$ cat config.mk
export PLATFORM = sky130hd
export DESIGN_NAME = runner_sprite_draw
export DESIGN_NICKNAME = d
export VERILOG_FILES = /design/src/rtl/runner_sprite_draw_pkg.sv /design/src/rtl/runner_sprite_draw_sprite_scanner.sv /design/src/rtl/runner_sprite_draw.sv
export SDC_FILE = /design/constraint.sdc
export NUM_CORES = 1
export LEC_CHECK = 0
export ABC_AREA = 1
export ABC_CLOCK_PERIOD_IN_PS = 8300
export CAP_MARGIN = 5
export CORE_MARGIN = 2
export CORE_UTILIZATION = 59
export DETAILED_ROUTE_END_ITERATION = 8
export HOLD_SLACK_MARGIN = 0.12
export PLACE_DENSITY = 0.95
export SETUP_SLACK_MARGIN = 0.3
export SYNTH_ARGS = -nofsm -noshare
export SYNTH_HDL_FRONTEND = slang
export SYNTH_SLANG_ARGS = --single-unit
$ cat constraint.sdc
create_clock -name clk -period 8.3 [get_ports clk]
set_input_delay 2.49 -clock clk [delete_from_list [all_inputs] [get_ports clk]]
set_output_delay 2.49 -clock clk [all_outputs]
set_load 0.03 [all_outputs]
$ cat src/rtl/runner_sprite_draw_pkg.sv
// Shared definitions for the runner sprite renderer.
// Holds the frame-buffer geometry, the 3-bit colour palette and the
// draw-sequencer state encoding used by runner_sprite_draw.
package runner_sprite_draw_pkg;

    localparam int SCR_W = 160;
    localparam int SCR_H = 120;

    localparam logic [2:0] BLACK   = 3'b000;
    localparam logic [2:0] BLUE    = 3'b001;
    localparam logic [2:0] GREEN   = 3'b010;
    localparam logic [2:0] CYAN    = 3'b011;
    localparam logic [2:0] RED     = 3'b100;
    localparam logic [2:0] MAGENTA = 3'b101;
    localparam logic [2:0] YELLOW  = 3'b110;
    localparam logic [2:0] WHITE   = 3'b111;

    typedef enum logic [2:0] {
        ST_IDLE  = 3'd0,
        ST_LATCH = 3'd1,
        ST_ERASE = 3'd2,
        ST_DRAW  = 3'd3,
        ST_DONE  = 3'd4
    } draw_state_e;

endpackage

$ cat src/rtl/runner_sprite_draw_sprite_scanner.sv
// Row-major column/row counter over an SPR_W x SPR_H box.
// Ports:
//   clk, resetn : clock and asynchronous active-low reset
//   start       : synchronously returns the scan to (0,0)
//   enable      : advance one pixel; wraps to (0,0) after the last pixel
//   col, row    : pixel index that will be emitted on the next advance
//   last        : current index is the final pixel of the box
module runner_sprite_draw_sprite_scanner
    import runner_sprite_draw_pkg::*;
#(
    parameter int SPR_W = 4,
    parameter int SPR_H = 8
) (
    input  logic       clk,
    input  logic       resetn,
    input  logic       start,
    input  logic       enable,
    output logic [3:0] col,
    output logic [3:0] row,
    output logic       last
);

    logic [3:0] col_q, col_d;
    logic [3:0] row_q, row_d;
    logic       col_end_s;
    logic       row_end_s;

    assign col_end_s = (col_q == 4'(SPR_W - 1));
    assign row_end_s = (row_q == 4'(SPR_H - 1));

    // Next scan index: clear on start, else step column then row, wrapping.
    always_comb begin
        col_d = col_q;
        row_d = row_q;
        if (start) begin
            col_d = 4'd0;
            row_d = 4'd0;
        end else if (enable) begin
            if (col_end_s) begin
                col_d = 4'd0;
                if (row_end_s) begin
                    row_d = 4'd0;
                end else begin
                    row_d = row_q + 4'd1;
                end
            end else begin
                col_d = col_q + 4'd1;
            end
        end else begin
            col_d = col_q;
        end
    end

    // Scan counter registers.
    always_ff @(posedge clk or negedge resetn) begin
        if (!resetn) begin
            col_q <= 4'd0;
            row_q <= 4'd0;
        end else begin
            col_q <= col_d;
            row_q <= row_d;
        end
    end

    assign col  = col_q;
    assign row  = row_q;
    assign last = col_end_s && row_end_s;

endmodule

$ cat src/rtl/runner_sprite_draw.sv
// Runner sprite renderer: on each update edge, erases the box at the last
// drawn position (if any) and draws it at the newly latched position,
// emitting one pixel per clock to the VGA frame-buffer adapter.
// Ports:
//   clk, resetn        : clock and asynchronous active-low reset
//   update             : frame tick; a rising edge starts a frame
//   x_in, y_in         : runner top-left position, sampled in LATCH
//   vga_x, vga_y       : pixel address (valid while plot is high)
//   vga_colour, plot   : pixel colour and write enable
//   busy               : high from LATCH through DONE
//   frame_done         : one-cycle pulse in DONE
//   overrun            : sticky, an update edge arrived while busy
module runner_sprite_draw
    import runner_sprite_draw_pkg::*;
#(
    parameter int         SPR_W     = 4,
    parameter int         SPR_H     = 8,
    parameter logic [2:0] FG_COLOUR = WHITE,
    parameter logic [2:0] BG_COLOUR = BLACK
) (
    input  logic       clk,
    input  logic       resetn,
    input  logic       update,
    input  logic [7:0] x_in,
    input  logic [6:0] y_in,
    output logic [7:0] vga_x,
    output logic [6:0] vga_y,
    output logic [2:0] vga_colour,
    output logic       plot,
    output logic       busy,
    output logic       frame_done,
    output logic       overrun
);

    draw_state_e state_q, state_d;
    logic       update_d_q;
    logic       rise_s;
    logic [7:0] new_x_q, new_x_d, old_x_q, old_x_d;
    logic [6:0] new_y_q, new_y_d, old_y_q, old_y_d;
    logic       old_valid_q, old_valid_d;
    logic       shown_last_q, shown_last_d;
    logic [7:0] vga_x_q, vga_x_d;
    logic [6:0] vga_y_q, vga_y_d;
    logic [2:0] vga_colour_q, vga_colour_d;
    logic       plot_q, plot_d;
    logic       busy_q, busy_d;
    logic       frame_done_q, frame_done_d;
    logic       overrun_q, overrun_d;

    logic       scan_start_s;
    logic       scan_en_s;
    logic [3:0] scan_col_s;
    logic [3:0] scan_row_s;
    logic       scan_last_s;
    logic [7:0] base_x_s;
    logic [6:0] base_y_s;
    logic [8:0] col_sum_s;
    logic [7:0] row_sum_s;

    assign rise_s = update && !update_d_q;

    // The scanner index always names the pixel about to be emitted, so it
    // is parked at (0,0) while idle and wraps naturally from ERASE to DRAW.
    assign scan_start_s = (state_q == ST_IDLE);

    runner_sprite_draw_sprite_scanner #(
        .SPR_W (SPR_W),
        .SPR_H (SPR_H)
    ) u_scanner (
        .clk    (clk),
        .resetn (resetn),
        .start  (scan_start_s),
        .enable (scan_en_s),
        .col    (scan_col_s),
        .row    (scan_row_s),
        .last   (scan_last_s)
    );

    // Sequencer next state and bookkeeping of latched/previous positions.
    always_comb begin
        state_d     = state_q;
        new_x_d     = new_x_q;
        new_y_d     = new_y_q;
        old_x_d     = old_x_q;
        old_y_d     = old_y_q;
        old_valid_d = old_valid_q;
        case (state_q)
            ST_IDLE: begin
                if (rise_s) begin
                    state_d = ST_LATCH;
                end else begin
                    state_d = ST_IDLE;
                end
            end
            ST_LATCH: begin
                new_x_d = x_in;
                new_y_d = y_in;
                if (old_valid_q) begin
                    state_d = ST_ERASE;
                end else begin
                    state_d = ST_DRAW;
                end
            end
            ST_ERASE: begin
                if (shown_last_q) begin
                    state_d = ST_DRAW;
                end else begin
                    state_d = ST_ERASE;
                end
            end
            ST_DRAW: begin
                if (shown_last_q) begin
                    state_d     = ST_DONE;
                    old_x_d     = new_x_q;
                    old_y_d     = new_y_q;
                    old_valid_d = 1'b1;
                end else begin
                    state_d = ST_DRAW;
                end
            end
            ST_DONE: begin
                state_d = ST_IDLE;
            end
            default: begin
                state_d = ST_IDLE;
            end
        endcase
    end

    // Outputs are computed from the next state so a registered pixel shows
    // up in the very cycle its scan phase is active.
    always_comb begin
        scan_en_s = (state_d == ST_ERASE) || (state_d == ST_DRAW);
        if (state_d == ST_ERASE) begin
            base_x_s = old_x_q;
            base_y_s = old_y_q;
        end else begin
            base_x_s = new_x_d;
            base_y_s = new_y_d;
        end
        col_sum_s    = {1'b0, base_x_s} + {5'b00000, scan_col_s};
        row_sum_s    = {1'b0, base_y_s} + {4'b0000, scan_row_s};
        shown_last_d = scan_en_s && scan_last_s;
        vga_x_d      = vga_x_q;
        vga_y_d      = vga_y_q;
        vga_colour_d = vga_colour_q;
        plot_d       = 1'b0;
        if (scan_en_s) begin
            vga_x_d      = col_sum_s[7:0];
            vga_y_d      = row_sum_s[6:0];
            vga_colour_d = (state_d == ST_ERASE) ? BG_COLOUR : FG_COLOUR;
            plot_d       = (col_sum_s < 9'(SCR_W)) && (row_sum_s < 8'(SCR_H));
        end else begin
            plot_d = 1'b0;
        end
        busy_d       = (state_d != ST_IDLE);
        frame_done_d = (state_d == ST_DONE);
        // Any edge outside IDLE (DONE included) is dropped and remembered.
        overrun_d    = overrun_q || (rise_s && (state_q != ST_IDLE));
    end

    // State, position and output registers.
    always_ff @(posedge clk or negedge resetn) begin
        if (!resetn) begin
            state_q      <= ST_IDLE;
            update_d_q   <= 1'b0;
            new_x_q      <= 8'd0;
            new_y_q      <= 7'd0;
            old_x_q      <= 8'd0;
            old_y_q      <= 7'd0;
            old_valid_q  <= 1'b0;
            shown_last_q <= 1'b0;
            vga_x_q      <= 8'd0;
            vga_y_q      <= 7'd0;
            vga_colour_q <= BG_COLOUR;
            plot_q       <= 1'b0;
            busy_q       <= 1'b0;
            frame_done_q <= 1'b0;
            overrun_q    <= 1'b0;
        end else begin
            state_q      <= state_d;
            update_d_q   <= update;
            new_x_q      <= new_x_d;
            new_y_q      <= new_y_d;
            old_x_q      <= old_x_d;
            old_y_q      <= old_y_d;
            old_valid_q  <= old_valid_d;
            shown_last_q <= shown_last_d;
            vga_x_q      <= vga_x_d;
            vga_y_q      <= vga_y_d;
            vga_colour_q <= vga_colour_d;
            plot_q       <= plot_d;
            busy_q       <= busy_d;
            frame_done_q <= frame_done_d;
            overrun_q    <= overrun_d;
        end
    end

    assign vga_x      = vga_x_q;
    assign vga_y      = vga_y_q;
    assign vga_colour = vga_colour_q;
    assign plot       = plot_q;
    assign busy       = busy_q;
    assign frame_done = frame_done_q;
    assign overrun    = overrun_q;

endmodule

### Word level (Yosys, flattened, before mapping)

Index checks and enable logic that the tools add are counted.

* flip-flop bits (word level): 66

* add/sub/neg operators: 4
* $lt $le $gt $ge: 2
* equality and inequality tests: 8
* mux-type cells: 18
* reduce and logical (&&, ||, !) cells: 15

Operator list (number)
* $mux 4: 7
* $mux 8: 2
* $mux 7: 2
* $eq 3x2->1 const B: 4
* $pmux 3 s4: 1
* $add 8x4->9: 1
* $lt 9x8->1 const B: 1
* $add 4x1->4 const B: 2
* $add 7x4->8: 1
* $lt 8x7->1 const B: 1
* $mux 3: 2
* $reduce_bool 3->1: 2
* $logic_and 1x1->1: 5
* $eq 4x2->1 const B: 1
* $eq 4x3->1 const B: 1
* $mux 1: 4
* $reduce_and 2->1: 2
* $reduce_bool 2->1: 2
* $eq 3x1->1 const B: 1
* $eq 3x3->1 const B: 1
* $logic_not 3->1: 1
* $logic_or 1x1->1: 2
* $logic_not 1->1: 1

### Logic depth before layout (Yosys ltp)

Gate-level depths: netlist of run 1.

* word-level depth: 10
* mapped depth: 23
* depth with buffers taken out: 21

### Modules after synthesis

From an unflattened synthesis of run 1, not the netlist that was laid out.

* cells, all modules: 423
* area, all modules: 3319.4 um2

By module, submodules not included
* runner_sprite_draw: instances 1, cells an instance 365, area an instance 2860.2 um2, seq. area each 1401.3 um2
* runner_sprite_draw_sprite_scanner: instances 1, cells an instance 58, area an instance 459.2 um2, seq. area each 200.2 um2

### Least setup slack after synthesis of run 1

No wires, ideal clock.

* kind: input -> register
* start point: in update
* end point: reg plot_q, in the netlist plot
* setup time: 115 ps
* arrival: 4668 ps
* required time: 8185 ps
* path slack: 3517 ps
* stages: 22
* path buffers: 2
* path through: inv_1 -> nor2_1 -> nand3_1 -> nand2_1 -> inv_1 -> nand3_2 -> buf_6 -> buf_2 -> inv_1 -> nand2_1 -> nand2_1 -> ha_1 -> inv_1 -> fa_1 -> nand3b_1 -> and2_1 -> nor2_2 -> nand3_1 -> nand2_1 -> nor2_1 -> nor2_1 -> nor2_1

* longest elaborated chain between the ends: 9
* elaborated cells between the ends (all ways): 14
* classes of those cells: add/sub (2); order compare (2); eq/ne (2); mux (5); reduce/logical (3)

RTL lines
* from (decl): RTL line runner_sprite_draw.sv:23 `input logic update,`
* $logic_and 1x1->1 *: RTL line runner_sprite_draw.sv:60 `assign rise_s = update && !update_d_q;`
* $mux 1 *: RTL line runner_sprite_draw.sv:89 `if (rise_s) begin`
* $pmux 3 s4 *: RTL line runner_sprite_draw.sv:87 `case (state_q)`
* $eq 3x2->1: RTL line runner_sprite_draw.sv:133, runner_sprite_draw.sv:134
* $mux 8 or $mux 7 (tied branches): RTL line runner_sprite_draw.sv:134 `if (state_d == ST_ERASE) begin`
* $add 8x4->9 or $add 7x4->8 (tied branches): RTL line runner_sprite_draw.sv:141, runner_sprite_draw.sv:142
* $lt 9x8->1 or $lt 8x7->1 (tied branches): RTL line runner_sprite_draw.sv:152 `plot_d = (col_sum_s < 9'(SCR_W)) && (row_sum_s < 8'(SCR_H));`
* $logic_and 1x1->1: RTL line runner_sprite_draw.sv:152
* $mux 1 *: RTL line runner_sprite_draw.sv:148 `if (scan_en_s) begin`
* via plot_d: RTL line runner_sprite_draw.sv:45 `logic plot_q, plot_d;`
* to (signal assigned): RTL line runner_sprite_draw.sv:192 `plot_q <= plot_d;`
* to (decl): RTL line runner_sprite_draw.sv:45

The timed path passes the listed nets; every way through them passes the cells marked *.
A chain may end at the register's enable or synchronous reset.

### Final worst setup path of run 1

Ends and elaborated chain as after synthesis.

==> impl_metrics.tcl, run 1 <==
set metrics [dict create \
    outcome "complete, no violations" \
    grt_usage_pct 25.2 \
    die_w_um 78.2 \
    setup_viol 0 \
    critPathMaxFanout 21 \
    cts_made_buffers 9 \
    synth-seq-area-share_pct 49.3 \
    cp-start-kind "primary input" \
    p_sw_share_pct 46.7 \
    placed_cell_area_um2 3660 \
    hold_path.class "flop to flop" \
    final_area_um2 3850 \
    cp.required_ns 8.53 \
    drtPass1Iterations 6 \
    num_rows 27 \
    synth_cells 412 \
    postCtsSetupBuffers 0 \
    drc 0 \
    tightestPinTransition_ns 0.780 \
    die_h_um 78.2 \
    ir_drop_v 0.000186 \
    fmaxAchievable_ghz 0.186 \
    layout_commonest_cell "nand2_1" \
    die_area_um2 6110 \
    path_class "primary input to flop" \
    grt_max_degree 65 \
    dp_hpwl_um 4820 \
    comb_power_share_pct 54.9 \
    skew_ns 0.00917 \
    grt_overflow 0 \
    cpPeakStageDelay_ns 0.41 \
    final.min_clock_period_ns 5.37 \
    worstSetupEndpointType "flop" \
    num_vias 2804 \
    critPathSlowestCell "clkdlybuf4s50_1" \
    cellLeakagePower_uw 0.00197 \
    cts_resized 0 \
    r2r_end "plot" \
    setup_tns_ns 0 \
    clock_path_buffers 2 \
    cp.arrival_ns 5.59 \
    io_buffers 39 \
    grt_pass1_vias 2831 \
    gp_congestion 0.898 \
    drv_cap 0 \
    synth.distinct_cells 31 \
    hp-start "overrun" \
    totalPowerFinal_uw 1650 \
    p_sw_uw 771 \
    cts_tree "built" \
    p_per_area_nw_per_um2 429 \
    r2r_cells 18 \
    rrSetupSlack_ns 4.36 \
    synth_warnings 0 \
    postSynthAreaPerCell_um2 7.88 \
    rr_startpoint "state_q[2]" \
    coreArea_um2 5410 \
    io_pins 40 \
    ctsHoldBuffers 0 \
    wire_per_inst_um 13.3 \
    viasPerCell 5.33 \
    clock_power_share_pct 15.5 \
    drv_slew 0 \
    wl_um 7000 \
    syn_to_final_growth_pct 18.4 \
    drtIter0Drc 177 \
    ant_nets 0 \
    max_slew_margin_pct 48.0 \
    antenna_cells 0 \
    fin_util_pct 71.2 \
    cts_num_sinks 64 \
    clockRootBuffer "clkbuf_8" \
    crit_path_cell_trace "clkdlybuf4s50_1 > inv_1 > nor2_1 > nand3_1 > nand2_1 > inv_1 > nand3_2 > inv_1 > nand2_1 > nand2_1 > ha_1 > inv_1 > fa_1 > nand3b_1 > and2_1 > nor2_2 > nand3_1 > nand2_1 > nor2_1 > nor2_1 > nor2_1" \
    cts.clk_slew.worst_paths_ns 0.07 \
    layout.nets 480 \
    rsz0062_at_grt "no" \
    final_cell_mix "nand2_1, dfrtp_1, inv_1, o21ai_0, clkdlybuf4s50_1" \
    hold_violations 0 \
    power.internal_uw 880 \
    seqPwrFrac_pct 29.6 \
    netlist_area_um2 3250 \
    n_fill_cell 422 \
    grt_pass1_wl_um 12100 \
    ys_ff_latch 64 \
    start_util_pct 60.1 \
    syn-num-nets 442 \
    clkLatencyLatePin_ns 0.34 \
    period_share_pct 64.7 \
    drive_gt1_share_pct 6.39 \
    cts_max_level 3 \
    antenna_found_initial 0 \
    hold_path_depth 1 \
    whs_endpoint "overrun" \
]
[area by class of cell]
cell class                      count  area, um^2  area share (%)
Inverter                           55         206            5.37
Tap cell                           72        90.1            2.34
Clock inverter                      4        45.0            1.17
Timing Repair Buffer               40         393            10.2
Sequential cell                    64        1600            41.6
Clock buffer                       11         141            3.68
Multi-Input combinational cell    280        1370            35.6
[worst max path at each step]
stage	from	to	slack [ns]	cells after the start
after global routing	update	plot	2.61	22
after CTS	update	plot	3.00	22
final	update	plot	2.93	21
after floorplan	update	plot	3.52	22
after detailed placement	update	plot	2.69	21
after global placement	update	plot	2.87	21
[cell usage after synthesis (all sizes together)]
cell type / number / area share, %
nor3: 2 / 0.31
inv: 54 / 6.2
a21o: 1 / 0.23
ha: 10 / 3.9
clkinv: 1 / 0.12
nand3b: 2 / 0.46
a31oi: 3 / 0.58
xor2: 2 / 0.54
clkbuf: 5 / 0.58
xnor2: 2 / 0.54
nand3: 32 / 5.1
fa: 2 / 1.2
buf: 8 / 1.6
dfrtp: 64 / 49
nor2: 24 / 3.2
a21oi: 8 / 1.2
nand2: 141 / 17
o31ai: 1 / 0.23
nand4: 4 / 0.77
o21a: 1 / 0.23
and2: 1 / 0.19
o21ai: 44 / 6.9
[per-layer routing]
layer | GRT usage (%) | wire length [um] | vias up
li1 | - | - | 1382
met1 | 30.0 | 3010 | 1309
met2 | 41.8 | 3390 | 92
met3 | 6.32 | 373 | 21
met4 | 14.6 | 225 | 0
met5 | 0 | 0 | -
[state kept, by name, indices dropped and copies added, names as in the netlist, 3 cells and up]
name / count
vga_y: 7
old_x_q: 8
state_q: 3
vga_x: 8
u_scanner.col: 4
new_y_q: 7
u_scanner.row: 4
new_x_q: 8
old_y_q: 7
[cells by family after synthesis]
| logic type | share of synthesized area, % |
|---|---|
| buf+inv | 8.55 |
| compound gates | 9.40 |
| xor+xnor | 1.08 |
| flops | 49.3 |
| simple gates | 26.6 |
| fa+ha+maj | 5.08 |
[power by group through the flow]
stage          registers (uW)  logic, uW  clock network, uW
2_1_floorplan             569        564                  0
3_3_place_gp              486        848                  0
3_5_place_dp              492        885                  0
4_1_cts                   488        899                258
5_1_grt                   501       1010                271
6_report                  489        906                255
[metrics by stage]
step	instances	worst slack, ns	hold slack [ns]
final	526	2.93	0.458
after global routing	526	2.61	0.499
after CTS	526	3.00	0.469
after detailed placement	511	2.69	0.446
after global placement	511	2.87	0.438
after floorplan	412	3.52	0.423
[worst max-delay path, delay by kind of cell]
| family | cells | cell delay (ns) |
|---|---|---|
| adders and majority gates | 2 | 0.56 |
| buffers and inverters | 5 | 0.93 |
| and+or+nand+nor | 14 | 1.61 |
Power figures use the tool's default switching activity.
==> inputs of run 2 (changes only) <==
- ABC_CLOCK_PERIOD_IN_PS: 8300 -> 4900
- CORE_UTILIZATION: 59 -> 50
- PLACE_DENSITY: 0.95 -> 0.88
- clock period: 8.3 -> 4.9 ns (I/O delays scaled with it)
==> run 2 against run 1 <==
Against the previous run: critical path depth is 1 lower; critical path type unchanged; wire length is 1.2% higher; critical endpoint unchanged; largest power group unchanged; utilization is 9.8 points lower.
==> impl_metrics.tcl, run 2 (synthesis results as in run 1) <==
set metrics [dict create \
    outcome "complete, no violations" \
    path_class "primary input to flop" \
    fmaxAchievable_ghz 0.248 \
    antenna_found_initial 0 \
    period_share_pct 82.2 \
    ir_drop_v 0.000389 \
    clock_path_buffers 2 \
    multiInputGateArea_um2 1370 \
    hold_violations 0 \
    cp.arrival_ns 4.26 \
    die_h_um 84.6 \
    drc 0 \
    drv_slew 0 \
    wire_per_inst_um 13.3 \
    postCtsSetupBuffers 0 \
    clkLatencyLatePin_ns 0.35 \
    max_slew_margin_pct 43.4 \
    gp_congestion 0.868 \
    dp_hpwl_um 5110 \
    cts_resized 0 \
    syn_to_final_growth_pct 19.2 \
    setup_tns_ns 0 \
    io_pins 40 \
    io_buffers 39 \
    grt_pass1_vias 2770 \
    n_fill_cell 570 \
    drtIter0Drc 138 \
    ctsHoldBuffers 0 \
    ant_nets 0 \
    grt_pass1_wl_um 12200 \
    wl_um 7090 \
    cp.required_ns 5.14 \
    cts_made_buffers 9 \
    drv_cap 0 \
    cts_num_sinks 64 \
    start_util_pct 51.4 \
    skew_ns 0.00713 \
    worstSetupEndpointType "flop" \
    final.min_clock_period_ns 4.03 \
    die_area_um2 7160 \
    die_w_um 84.6 \
    num_vias 2747 \
    drtPass1Iterations 4 \
    cellLeakagePower_uw 0.00198 \
    cp-start-kind "primary input" \
    num_rows 29 \
    critPathMaxFanout 8 \
    p_per_area_nw_per_um2 730 \
    totalPowerFinal_uw 2830 \
    tightestPinTransition_ns 0.849 \
    viasPerCell 5.15 \
    setup_slack_ns 0.874 \
    cts_tree "built" \
    setup_viol 0 \
    grt_overflow 0 \
    seqCellArea_um2 1600 \
    instances_no_fill 533 \
    rsz0062_at_grt "no" \
    layout.nets 481 \
    dp_cells 517 \
    pre_cts_ws_ns 0.550 \
    grt_usage_pct 21.7 \
    drive_gt1_share_pct 6.58 \
    final_cell_mix "nand2_1, dfrtp_1, inv_1, o21ai_0, clkdlybuf4s50_1" \
    layout_commonest_cell "nand2_1" \
    antenna_cells 0 \
    grt_max_degree 39 \
    clockRootBuffer "clkbuf_8" \
    hold_path.class "flop to flop" \
    coreArea_um2 6310 \
    cts.clk_slew.worst_paths_ns 0.07 \
    cts_max_level 3 \
]
run 2: changes by cell type in the layout (fill, tap and decap cells not counted), sizes merged:
cell,before,now
clkbuf,11,13
clkinv,4,3
buf,2,3
run 2: path summary, 6_finish.rpt:
path	start	end	slack, ns	depth (start not counted)
setup reg to reg	state_q[2]	plot	1.32	17
hold reg to reg	overrun	overrun	0.46	1
min in group asynchronous	resetn	old_x_q[3]	1.23	1
setup / recovery	update	plot	0.87	20
hold / removal	overrun	overrun	0.46	1
max in group asynchronous	resetn	busy	2.79	2
run 2: final cells by class:
class,count,share of cell area [%]
Multi-Input combinational cell,280,35.3
Tap cell,77,2.49
Clock buffer,13,4.10
Timing Repair Buffer,41,10.3
Clock inverter,3,1.03
Sequential cell,64,41.4
Inverter,55,5.33
run 2: critical path: stages:
cell,delay [ns]
clkdlybuf4s50_1,0.47
inv_1,0.04
nor2_1,0.12
nand3_1,0.11
nand2_1,0.07
inv_1,0.05
nand3_2,0.11
inv_1,0.15
nand2_1,0.09
nand2_1,0.05
ha_1,0.20
fa_1,0.42
a31oi_1,0.25
inv_1,0.09
nand3_1,0.13
nand3_1,0.10
nor2_1,0.14
nand2_1,0.06
nand2_1,0.08
nor2_1,0.05
run 2: metrics by stage:
stage	instance area (um^2)	utilization (%)	hold slack [ns]
finish	3870	61.3	0.462
global route	3870	61.3	0.474
CTS	3870	61.3	0.463
detailed placement	3670	58.2	0.447
global placement	3670	58.2	0.436
floorplan	3250	-	0.423
run 2: layer usage:
metal | up-vias | GRT usage (%) | wire [um]
met3 | 13 | 5.90 | 387
met2 | 76 | 37.9 | 3630
met4 | 0 | 9.24 | 133
met5 | - | 0 | 0
met1 | 1277 | 25.0 | 2940
li1 | 1381 | - | -
run 2: report_power, final:
| group | internal, uW | switching (uW) | total (uW) |
|---|---|---|---|
| logic | 538 | 999 | 1540 |
| clock network | 261 | 202 | 463 |
| registers | 719 | 109 | 828 |
| total | 1520 | 1310 | 2830 |
